$ cat config.mk
export PLATFORM = sky130hd
export DESIGN_NAME = mini_cpu_core
export DESIGN_NICKNAME = d
export VERILOG_FILES = /design/src/rtl/mini_cpu_pkg.sv /design/src/rtl/mini_cpu_regfile.sv /design/src/rtl/mini_cpu_core.sv
export SDC_FILE = /design/constraint.sdc
export NUM_CORES = 1
export LEC_CHECK = 0
export BUFFER_PORTS_ARGS = -buffer_cell sky130_fd_sc_hd__clkbuf_2
export CAP_MARGIN = 20
export CELL_PAD_IN_SITES_DETAIL_PLACEMENT = 0
export CELL_PAD_IN_SITES_GLOBAL_PLACEMENT = 2
export CORE_UTILIZATION = 41
export CTS_CLUSTER_DIAMETER = 150
export DETAILED_ROUTE_END_ITERATION = 7
export PLACE_DENSITY_LB_ADDON = 0.1
export SLEW_MARGIN = 20
export SYNTH_ARGS = -nofsm -noshare
export SYNTH_HDL_FRONTEND = slang
export SYNTH_SLANG_ARGS = --single-unit
$ cat constraint.sdc
create_clock -name CLOCK_50 -period 4.65 [get_ports CLOCK_50]
set_input_delay 0.2325 -clock CLOCK_50 [delete_from_list [all_inputs] [get_ports CLOCK_50]]
set_output_delay 0.2325 -clock CLOCK_50 [all_outputs]
set_load 0.005 [all_outputs]
$ cat src/rtl/mini_cpu_pkg.sv
// Shared definitions for the multi-cycle mini CPU: opcodes,
// instruction field positions and the sequencing FSM states.
package mini_cpu_pkg;

   localparam int INSTR_W = 18;
   localparam int REG_AW  = 4;

   localparam int OP_HI  = 17;
   localparam int OP_LO  = 15;
   localparam int DST_HI = 14;
   localparam int DST_LO = 11;
   localparam int S1_HI  = 10;
   localparam int S1_LO  = 7;
   localparam int S2_HI  = 6;
   localparam int S2_LO  = 3;

   localparam logic [2:0] OP_LOAD    = 3'b000;
   localparam logic [2:0] OP_ADD     = 3'b001;
   localparam logic [2:0] OP_ADDI    = 3'b010;
   localparam logic [2:0] OP_SUB     = 3'b011;
   localparam logic [2:0] OP_SUBI    = 3'b100;
   localparam logic [2:0] OP_MUL     = 3'b101;
   localparam logic [2:0] OP_CLEAR   = 3'b110;
   localparam logic [2:0] OP_DISPLAY = 3'b111;

   typedef enum logic [2:0] {
      S_IDLE,
      S_DECODE,
      S_EXEC,
      S_MUL_ITER,
      S_CLR_ITER,
      S_WRITE
   } state_t;

endpackage

$ cat src/rtl/mini_cpu_regfile.sv
// NREGS x DATA_W register file: one write port, two combinational
// read ports, and a per-index clear used by the CLEAR sequence.
module mini_cpu_regfile
   import mini_cpu_pkg::*;
#(
   parameter int DATA_W = 16,
   parameter int NREGS  = 16
) (
   input  logic              CLOCK_50,
   input  logic              rst_n,
   input  logic [REG_AW-1:0] rd_addr_a,
   output logic [DATA_W-1:0] rd_data_a,
   input  logic [REG_AW-1:0] rd_addr_b,
   output logic [DATA_W-1:0] rd_data_b,
   input  logic              we,
   input  logic [REG_AW-1:0] wr_addr,
   input  logic [DATA_W-1:0] wr_data,
   input  logic              clr_en,
   input  logic [REG_AW-1:0] clr_idx
);

   logic [DATA_W-1:0] regs [NREGS];

   always_ff @(posedge CLOCK_50) begin
      if (!rst_n) begin
         for (int i = 0; i < NREGS; i++) regs[i] <= '0;
      end else begin
         for (int i = 0; i < NREGS; i++) begin
            if (clr_en && clr_idx == REG_AW'(i))
               regs[i] <= '0;
            else if (we && wr_addr == REG_AW'(i))
               regs[i] <= wr_data;
         end
      end
   end

   // Out-of-range addresses read as zero
   always_comb begin
      rd_data_a = '0;
      rd_data_b = '0;
      for (int i = 0; i < NREGS; i++) begin
         if (rd_addr_a == REG_AW'(i)) rd_data_a = regs[i];
         if (rd_addr_b == REG_AW'(i)) rd_data_b = regs[i];
      end
   end

endmodule

$ cat src/rtl/mini_cpu_core.sv
// Multi-cycle mini CPU core with iterative shift-add multiplier.
// Define MINI_CPU_SATURATE_EN to clamp on signed overflow instead of wrapping.
module mini_cpu_core
   import mini_cpu_pkg::*;
#(
   parameter int DATA_W = 16,
   parameter int NREGS  = 16,
   parameter int IMM_W  = 7
) (
   input  logic               CLOCK_50,
   input  logic               rst_n,
   input  logic [INSTR_W-1:0] instr,
   input  logic               instr_valid,
   output logic               instr_ready,
   output logic [DATA_W-1:0]  result,
   output logic [REG_AW-1:0]  result_dest,
   output logic [2:0]         result_op,
   output logic               result_valid,
   output logic               busy,
   output logic               err
);

   localparam logic [4:0] LAST_MUL = 5'(DATA_W - 1);
   localparam logic [4:0] LAST_CLR = 5'(NREGS - 1);
   localparam logic [4:0] NR_LIM   = 5'(NREGS);
   localparam logic [DATA_W-1:0] SMAX = {1'b0, {(DATA_W-1){1'b1}}};
   localparam logic [DATA_W-1:0] SMIN = {1'b1, {(DATA_W-1){1'b0}}};

   state_t state, state_nx;

   logic [INSTR_W-1:0]  ir;
   logic [2:0]          op;
   logic [REG_AW-1:0]   dst, src1, src2;
   logic [DATA_W-1:0]   imm_ext;
   logic [DATA_W-1:0]   rd_data_a, rd_data_b;
   logic [REG_AW-1:0]   rd_addr_a;
   logic                use_imm, bad;
   logic [DATA_W-1:0]   a_q, b_q, res_q;
   logic                ovf_q, bad_q;
   logic [2*DATA_W-1:0] acc, mcand;
   logic [DATA_W-1:0]   mplier;
   logic [4:0]          cnt;
   logic [DATA_W-1:0]   alu_res;
   logic                alu_ovf;
   logic [DATA_W:0]     mul_hi;
   logic                mul_ovf;
   logic [DATA_W-1:0]   wb_raw, wb_val;
   logic                wb_ovf, wb_neg, we;

   assign op      = ir[OP_HI:OP_LO];
   assign dst     = ir[DST_HI:DST_LO];
   assign src1    = ir[S1_HI:S1_LO];
   assign src2    = ir[S2_HI:S2_LO];
   assign imm_ext = DATA_W'(signed'(ir[IMM_W-1:0]));

   assign instr_ready = (state == S_IDLE);
   assign busy        = (state != S_IDLE);

   function automatic logic in_range(input logic [REG_AW-1:0] a);
      return {1'b0, a} < NR_LIM;
   endfunction

   always_comb begin
      bad = 1'b0;
      case (op)
         OP_ADD, OP_SUB:
            bad = !in_range(dst) || !in_range(src1) || !in_range(src2);
         OP_ADDI, OP_SUBI, OP_MUL:
            bad = !in_range(dst) || !in_range(src1);
         OP_LOAD, OP_DISPLAY:
            bad = !in_range(dst);
         default: bad = 1'b0;
      endcase
   end

   assign use_imm   = (op == OP_LOAD) || (op == OP_ADDI) ||
                      (op == OP_SUBI) || (op == OP_MUL);
   assign rd_addr_a = (op == OP_DISPLAY) ? dst : src1;

   mini_cpu_regfile #(
      .DATA_W (DATA_W),
      .NREGS  (NREGS)
   ) u_regfile (
      .CLOCK_50  (CLOCK_50),
      .rst_n     (rst_n),
      .rd_addr_a (rd_addr_a),
      .rd_data_a (rd_data_a),
      .rd_addr_b (src2),
      .rd_data_b (rd_data_b),
      .we        (we),
      .wr_addr   (dst),
      .wr_data   (wb_val),
      .clr_en    (state == S_CLR_ITER),
      .clr_idx   (cnt[REG_AW-1:0])
   );

   always_comb begin
      alu_res = b_q;
      alu_ovf = 1'b0;
      case (op)
         OP_ADD, OP_ADDI: begin
            alu_res = a_q + b_q;
            alu_ovf = (a_q[DATA_W-1] == b_q[DATA_W-1]) &&
                      (alu_res[DATA_W-1] != a_q[DATA_W-1]);
         end
         OP_SUB, OP_SUBI: begin
            alu_res = a_q - b_q;
            alu_ovf = (a_q[DATA_W-1] != b_q[DATA_W-1]) &&
                      (alu_res[DATA_W-1] != a_q[DATA_W-1]);
         end
         OP_DISPLAY: alu_res = a_q;
         default:    alu_res = b_q;
      endcase
   end

   // Full signed product must fit: top DATA_W+1 bits all equal
   assign mul_hi  = acc[2*DATA_W-1:DATA_W-1];
   assign mul_ovf = !((&mul_hi) || !(|mul_hi));

   assign wb_raw = (op == OP_MUL) ? acc[DATA_W-1:0] : res_q;
   assign wb_ovf = (op == OP_MUL) ? mul_ovf : ovf_q;
   assign wb_neg = (op == OP_MUL) ? acc[2*DATA_W-1] : a_q[DATA_W-1];

`ifdef MINI_CPU_SATURATE_EN
   assign wb_val = wb_ovf ? (wb_neg ? SMIN : SMAX) : wb_raw;
`else
   assign wb_val = wb_raw;
`endif

   assign we = (state == S_WRITE) && !bad_q &&
               (op != OP_CLEAR) && (op != OP_DISPLAY);

   always_ff @(posedge CLOCK_50) begin
      if (!rst_n) state <= S_IDLE;
      else        state <= state_nx;
   end

   always_comb begin
      state_nx = state;
      unique case (state)
         S_IDLE:
            if (instr_valid) state_nx = S_DECODE;
         S_DECODE: begin
            if (op == OP_MUL)        state_nx = S_MUL_ITER;
            else if (op == OP_CLEAR) state_nx = S_CLR_ITER;
            else                     state_nx = S_EXEC;
         end
         S_EXEC:
            state_nx = S_WRITE;
         S_MUL_ITER:
            if (cnt == LAST_MUL) state_nx = S_WRITE;
         S_CLR_ITER:
            if (cnt == LAST_CLR) state_nx = S_WRITE;
         S_WRITE:
            state_nx = S_IDLE;
         default:
            state_nx = S_IDLE;
      endcase
   end

   always_ff @(posedge CLOCK_50) begin
      if (!rst_n) begin
         ir           <= '0;
         a_q          <= '0;
         b_q          <= '0;
         res_q        <= '0;
         ovf_q        <= 1'b0;
         bad_q        <= 1'b0;
         acc          <= '0;
         mcand        <= '0;
         mplier       <= '0;
         cnt          <= '0;
         result       <= '0;
         result_dest  <= '0;
         result_op    <= '0;
         result_valid <= 1'b0;
         err          <= 1'b0;
      end else begin
         result_valid <= 1'b0;
         case (state)
            S_IDLE:
               if (instr_valid) ir <= instr;
            S_DECODE: begin
               a_q    <= rd_data_a;
               b_q    <= use_imm ? imm_ext : rd_data_b;
               bad_q  <= bad;
               acc    <= '0;
               mcand  <= {{DATA_W{rd_data_a[DATA_W-1]}}, rd_data_a};
               mplier <= imm_ext;
               cnt    <= '0;
            end
            S_EXEC: begin
               res_q <= alu_res;
               ovf_q <= alu_ovf;
            end
            S_MUL_ITER: begin
               // The multiplier sign bit carries weight -2^(DATA_W-1)
               if (mplier[0])
                  acc <= (cnt == LAST_MUL) ? acc - mcand : acc + mcand;
               mcand  <= mcand << 1;
               mplier <= mplier >> 1;
               cnt    <= cnt + 5'd1;
            end
            S_CLR_ITER:
               cnt <= cnt + 5'd1;
            S_WRITE: begin
               result_valid <= 1'b1;
               result_op    <= op;
               if (op == OP_CLEAR) begin
                  result      <= '0;
                  result_dest <= '0;
                  err         <= 1'b0;
               end else begin
                  result_dest <= dst;
                  result      <= bad_q ? '0 : wb_val;
                  if (bad_q || wb_ovf) err <= 1'b1;
               end
            end
            default: ;
         endcase
      end
   end

endmodule

======== Word level (Yosys, flattened, before mapping) ========
Memory sizes are Yosys's and may differ from the RTL's.
Cells that the tools add are included.
operators by class
  add/subtract/negate cells ............... 5
  eq/ne operators ......................... 82
  mux-type cells .......................... 199
  bitwise operators ....................... 32
  reductions and logical operators ........ 61
operators with widths
  operator              number
  $mux W16              67
  $eq A4 B4 Y1 const B  32
  $pmux W32 S2          2
  $mux W1               117
  $eq A4 B3 Y1 const B  16
  $mux W32              2
  $pmux W16 S3          1
  $logic_and A1 B1 Y1   36
  $add A32 B32 Y32      1
  $eq A4 B2 Y1 const B  8
  $or A1 B1 Y1          32
  $pmux W16 S2          1
  $sub A32 B32 Y32      1
  $eq A3 B3 Y1 const B  6
  $reduce_and A17 Y1    1
  $reduce_or A17 Y1     1
  $add A16 B16 Y16      1
  $eq A4 B1 Y1 const B  4
  $logic_not A4 Y1      4
  $sub A16 B16 Y16      1
  $eq A3 B2 Y1 const B  4
  $mux W3               4
  $pmux W3 S4           1
  $pmux W5 S2           1
  other kinds (17)      35
storage, ports and cells
  register bits ........................... 180
  RAM bits ................................ 256
  input port bits ......................... 21
  output and inout bits ................... 27
  word-level logic and storage cells ...... 395
  memories kept ........................... 1
memory list
  memory          depth  width  read ports  clocked after Yosys merged registers in  wr ports  RTL line                RTL
  u_regfile.regs  16     16     16          0                                        16        mini_cpu_regfile.sv:22  logic [DATA_W-1:0] regs [NREGS];

======== Logic depth before layout (Yosys ltp) ========
  depth in word-level cells ............... 20
  depth in mapped cells ................... 18
  gate-level depth less buffers ........... 18

======== Hierarchy ========
A second synthesis with hierarchy kept.
second synthesis, totals
  cells, all modules ...................... 2,819
  area, all modules ....................... 26,477.9 um^2
modules (own cells, without submodules)
  module            instances  cells an instance  area an instance (um^2)  seq. area each (um^2)
  mini_cpu_regfile  1          1,310              15,135.8                 7,687.4
  mini_cpu_core     1          1,509              11,342.1                 3,603.5

======== Least setup slack after synthesis ========
No wires, ideal clock.
  kind .................................... flip-flop to flip-flop
  start ................................... register cnt[0]
  end ..................................... register acc[30]
  library setup time ...................... 125 ps
  data arrival time ....................... 3,708 ps
  data required time ...................... 4,525 ps
  setup slack ............................. 817 ps
  cell stages (with the launch flop) ...... 18
  buffers on the path ..................... 2
  period minus slack after synthesis ...... 3,833 ps
  cell sequence ........................... dfxtp_1 -> ha_1 -> and3_1 -> ha_1 -> clkbuf_1 -> clkbuf_1 -> a21oi_1 -> xnor2_1 -> ha_1 -> a21oi_1 -> o21ai_0 -> or4b_1 -> o21ai_1 -> a31oi_1 -> or4_1 -> a31oi_1 -> xor2_1 -> o21ai_1
on the way
  cells in the longest elaborated chain, start to end .. 4
ends and longest elaborated chain
  item                    RTL line              RTL
  start, declared         mini_cpu_core.sv:42   logic [4:0] cnt;
  start signal, assigned  mini_cpu_core.sv:202  cnt <= cnt + 5'd1;
  start signal, assigned  mini_cpu_core.sv:205  cnt <= cnt + 5'd1;
  $eq A5 B4 Y1            mini_cpu_core.sv:199  acc <= (cnt == LAST_MUL) ? acc - mcand : acc + mcand;
  $mux W32                mini_cpu_core.sv:199
  $mux W32                mini_cpu_core.sv:198  if (mplier[0])
  $pmux W32 S2            mini_cpu_core.sv:180  case (state)
  end signal, assigned    mini_cpu_core.sv:199
  end, declared           mini_cpu_core.sv:40   logic [2*DATA_W-1:0] acc, mcand;
Every way passes these cells. The select of a mux whose other input is x is not followed.
A chain may end at the register's enable or synchronous reset.

======== Worst setup path in the final report ========
  start ................................... register cnt[0]
  end ..................................... register acc[31]
The elaborated chain is that of the path after synthesis.

==> flow_summary.ini <==
[yosys]
synth_area_leaders = edfxtp_1 (31%), dfxtp_1 (15%), nor2_1 (7.8%), a21oi_1 (4.4%), nand2_1 (4.2%)
synth_most_common_cell = nor2_1
ys_ff_latch = 436
ys.flop_type = edfxtp_1
syn_area_um2 = 24410
synth_top_cell_area_share_pct = 31.49
yosys-top-cells-count = nor2_1 (506), nand2_1 (276), edfxtp_1 (256)
synthCells = 2701
synthArstFlopShare_pct = 0
avgSynthCellArea_um2 = 9.037
synth-edff-count = 256
yosys_warnings = 0
synth_nets = 2792
ys_types = 81
seq_area_frac_synth_pct = 46.26
synth_top_area_cell = edfxtp_1

[timing]
final.setup.tns_ns = 0
max_slew_margin_pct = 25.29
fin_crit_sh_pct = 90.67
tightest_slew_ns = 1.117
period_needed_ns = 4.216
fmax_ghz = 0.2372
slew_viol_final = 0
finalSetupViolations = 0
skew_ns = 0.03441
setup_slack_ns = 0.4340
rsz0062_at_grt = false
hold_viol_final = 0

[clock_network]
cts-root-buf = clkbuf_16
cts_buffers = 51
cts_tree = built
clkLatencyLatePin_ns = 0.63
cts_resized = 0
clk_path_buf_depth = 3
cts_max_level = 2
clk_pin_slew_worst_paths_ns = 0.06
cts.sinks = 436

[routing]
drtAntennaViolNets = 0
routedWlPerCell_um = 27.26
drt_iter0_markers = 2466
vias = 22046
wl_um = 96550
drc = 0
firstDrtPassIters = 6
viasPerCell = 6.224

[floorplan]
start_util_pct = 41.43
ios = 48
coreArea_um2 = 58910
dieHeight_um = 246.0
rows = 89
die_x_um = 246.0
dieArea_um2 = 60510

[setup_path]
r2r_cells = 15
end_kind = flop
crit_required_ns = 5.13
critPathMaxStageDelay_ns = 0.45
cpLargestDelayFamily = compound AO/OA/AOI/OAI gates
criticalPathCategory = reg -> reg
crit_buf_inv = 1
critPathLaunchType = flop
crit_path_max_fanout = 11
slowest_stage = ha_1
crit_path_frequent_cell = ha_1
critPathArrivalTime_ns = 4.70
worst-path-stages = 15
critical_path.cell_chain = ha_1 > and3_1 > ha_1 > mux2_2 > inv_1 > ha_1 > nor2b_1 > o31a_1 > o32a_1 > o21ai_1 > o31ai_1 > a211o_1 > a31oi_1 > xnor2_1 > o21ai_1

[pwr]
power_density_nw_per_um2 = 416.5
p_comb_share_pct = 24.6
clkPwrFrac_pct = 36.4
p_sw_share_pct = 32.77
p_int_mw = 7.748
irDropWorstVdd_mv = 0.3256
leakagePower_nw = 9.936
power_switching_mw = 3.776
p_seq_share_pct = 39.1

[job]
maxCapViolations = 0

[place]
post-place-ws_ns = 0.4338
gp_congestion = 0.9298
port-buffer-count = 47
placed_cell_area_um2 = 25780
post-place-cells = 3428
dp_hpwl_um = 68350

[final_layout]
drive_gt1_share_pct = 11.30
fin_cells = 3542
n_antenna_cell = 0
design_area_um2 = 27670
nets = 2817
syn_to_final_growth_pct = 13.36
post-route-util_pct = 46.97

[global_route]
grt_pass1_wl_um = 142100
gr-total-overflow = 0
grt_max_degree = 52
grt_usage_pct = 31.71
grt_pass1_vias = 21209
antenna_found_initial = 0

[hold_path]
worstHoldPathCells = 5
hp-class = in -> reg

[run_status]
status = finished clean
[power by group through the flow]
| stage | clock, mW | combinational (mW) | sequential [mW] |
|---|---|---|---|
| after detailed placement | 0 | 2.76 | 4.58 |
| after CTS | 4.23 | 2.78 | 4.50 |
| after floorplan | 0 | 1.96 | 4.46 |
| after global routing | 4.37 | 3.06 | 4.53 |
| final | 4.19 | 2.83 | 4.50 |
| after global placement | 0 | 2.75 | 4.57 |
[what timing repair did]
item | 4_1_cts | 5_1_grt
buffers inserted | 0 | 0
hold buffers | 18 | 0
hold endpoints to repair | 18 | 0
[flip-flops by register name, summed over array words and instances, names as in the netlist]
name,cells
state,3
res_q,16
result_op,3
err,1
ovf_q,1
u_regfile.regs,256
mplier,16
mcand,32
ir,18
a_q,16
b_q,16
result_valid,1
cnt,5
result,16
result_dest,4
acc,32
[cells in the final DEF, fill, tap and decap left out, types with 39 or more instances in the layout]
master | synthesis | routed
a21oi_1 | 214 | 214
edfxtp_1 | 256 | 256
nor2_1 | 506 | 505
o21ai_0 | 155 | 153
o22ai_1 | 46 | 46
a221oi_1 | 51 | 51
buf_4 | 2 | 99
nand3_1 | 39 | 39
clkbuf_16 | 0 | 52
dfxtp_1 | 180 | 177
mux2i_1 | 78 | 62
inv_1 | 55 | 54
a22oi_1 | 52 | 52
xnor2_1 | 49 | 49
ha_1 | 67 | 67
nand2_1 | 276 | 276
clkbuf_2 | 0 | 47
[routing by layer]
layer,track usage (%),up-vias,routed length (µm)
met3,4.837,205,7435
met5,0,-,0
met2,51.03,1044,44180
met4,12.71,0,3683
li1,-,9973,-
met1,42.54,10824,41250
[metrics by stage]
stage	total power, mW	hold WS, ns
after floorplan	6.428	0.3685
final	11.52	0.1296
after CTS	11.51	0.1017
after global placement	7.322	0.4449
after detailed placement	7.338	0.4533
after global routing	11.96	0.1431
[final timing paths]
kind,to,from,slack (ns)
max,acc[31],cnt[0],0.43
min,state[0],instr_valid,0.13
max reg2reg,acc[31],cnt[0],0.43
min reg2reg,result_op[2],result_op[2],0.46
[area by class of cell]
type | count | area (µm²)
Inverter | 56 | 212.7
Timing Repair Buffer | 164 | 1159
Multi-Input combinational cell | 2017 | 12320
Sequential cell | 436 | 11300
Fill cell | 5711 | 31240
Tap cell | 773 | 967.2
Clock buffer | 68 | 1385
Clock inverter | 28 | 324.1
[worst min-delay path: cells and delay by family]
| kind | cells | cell delay [ns] |
|---|---|---|
| buffers and inverters | 1 | 0.10 |
| AOI/OAI and AO/OA | 2 | 0.24 |
| and+or+nand+nor | 2 | 0.13 |
[cells by family (layout without fill, tap and decap cells)]
group           after synthesis  count (layout)  synth area share, %
simple gates                984             984                17.02
compound gates              775             775                20.54
fa+ha+maj                    70              70                3.681
buf+inv                     248             316                4.024
flops                       436             436                46.26
xor+xnor                     65              65                2.332
mux                         123             123                6.146
(Power assumes the default switching activity.)
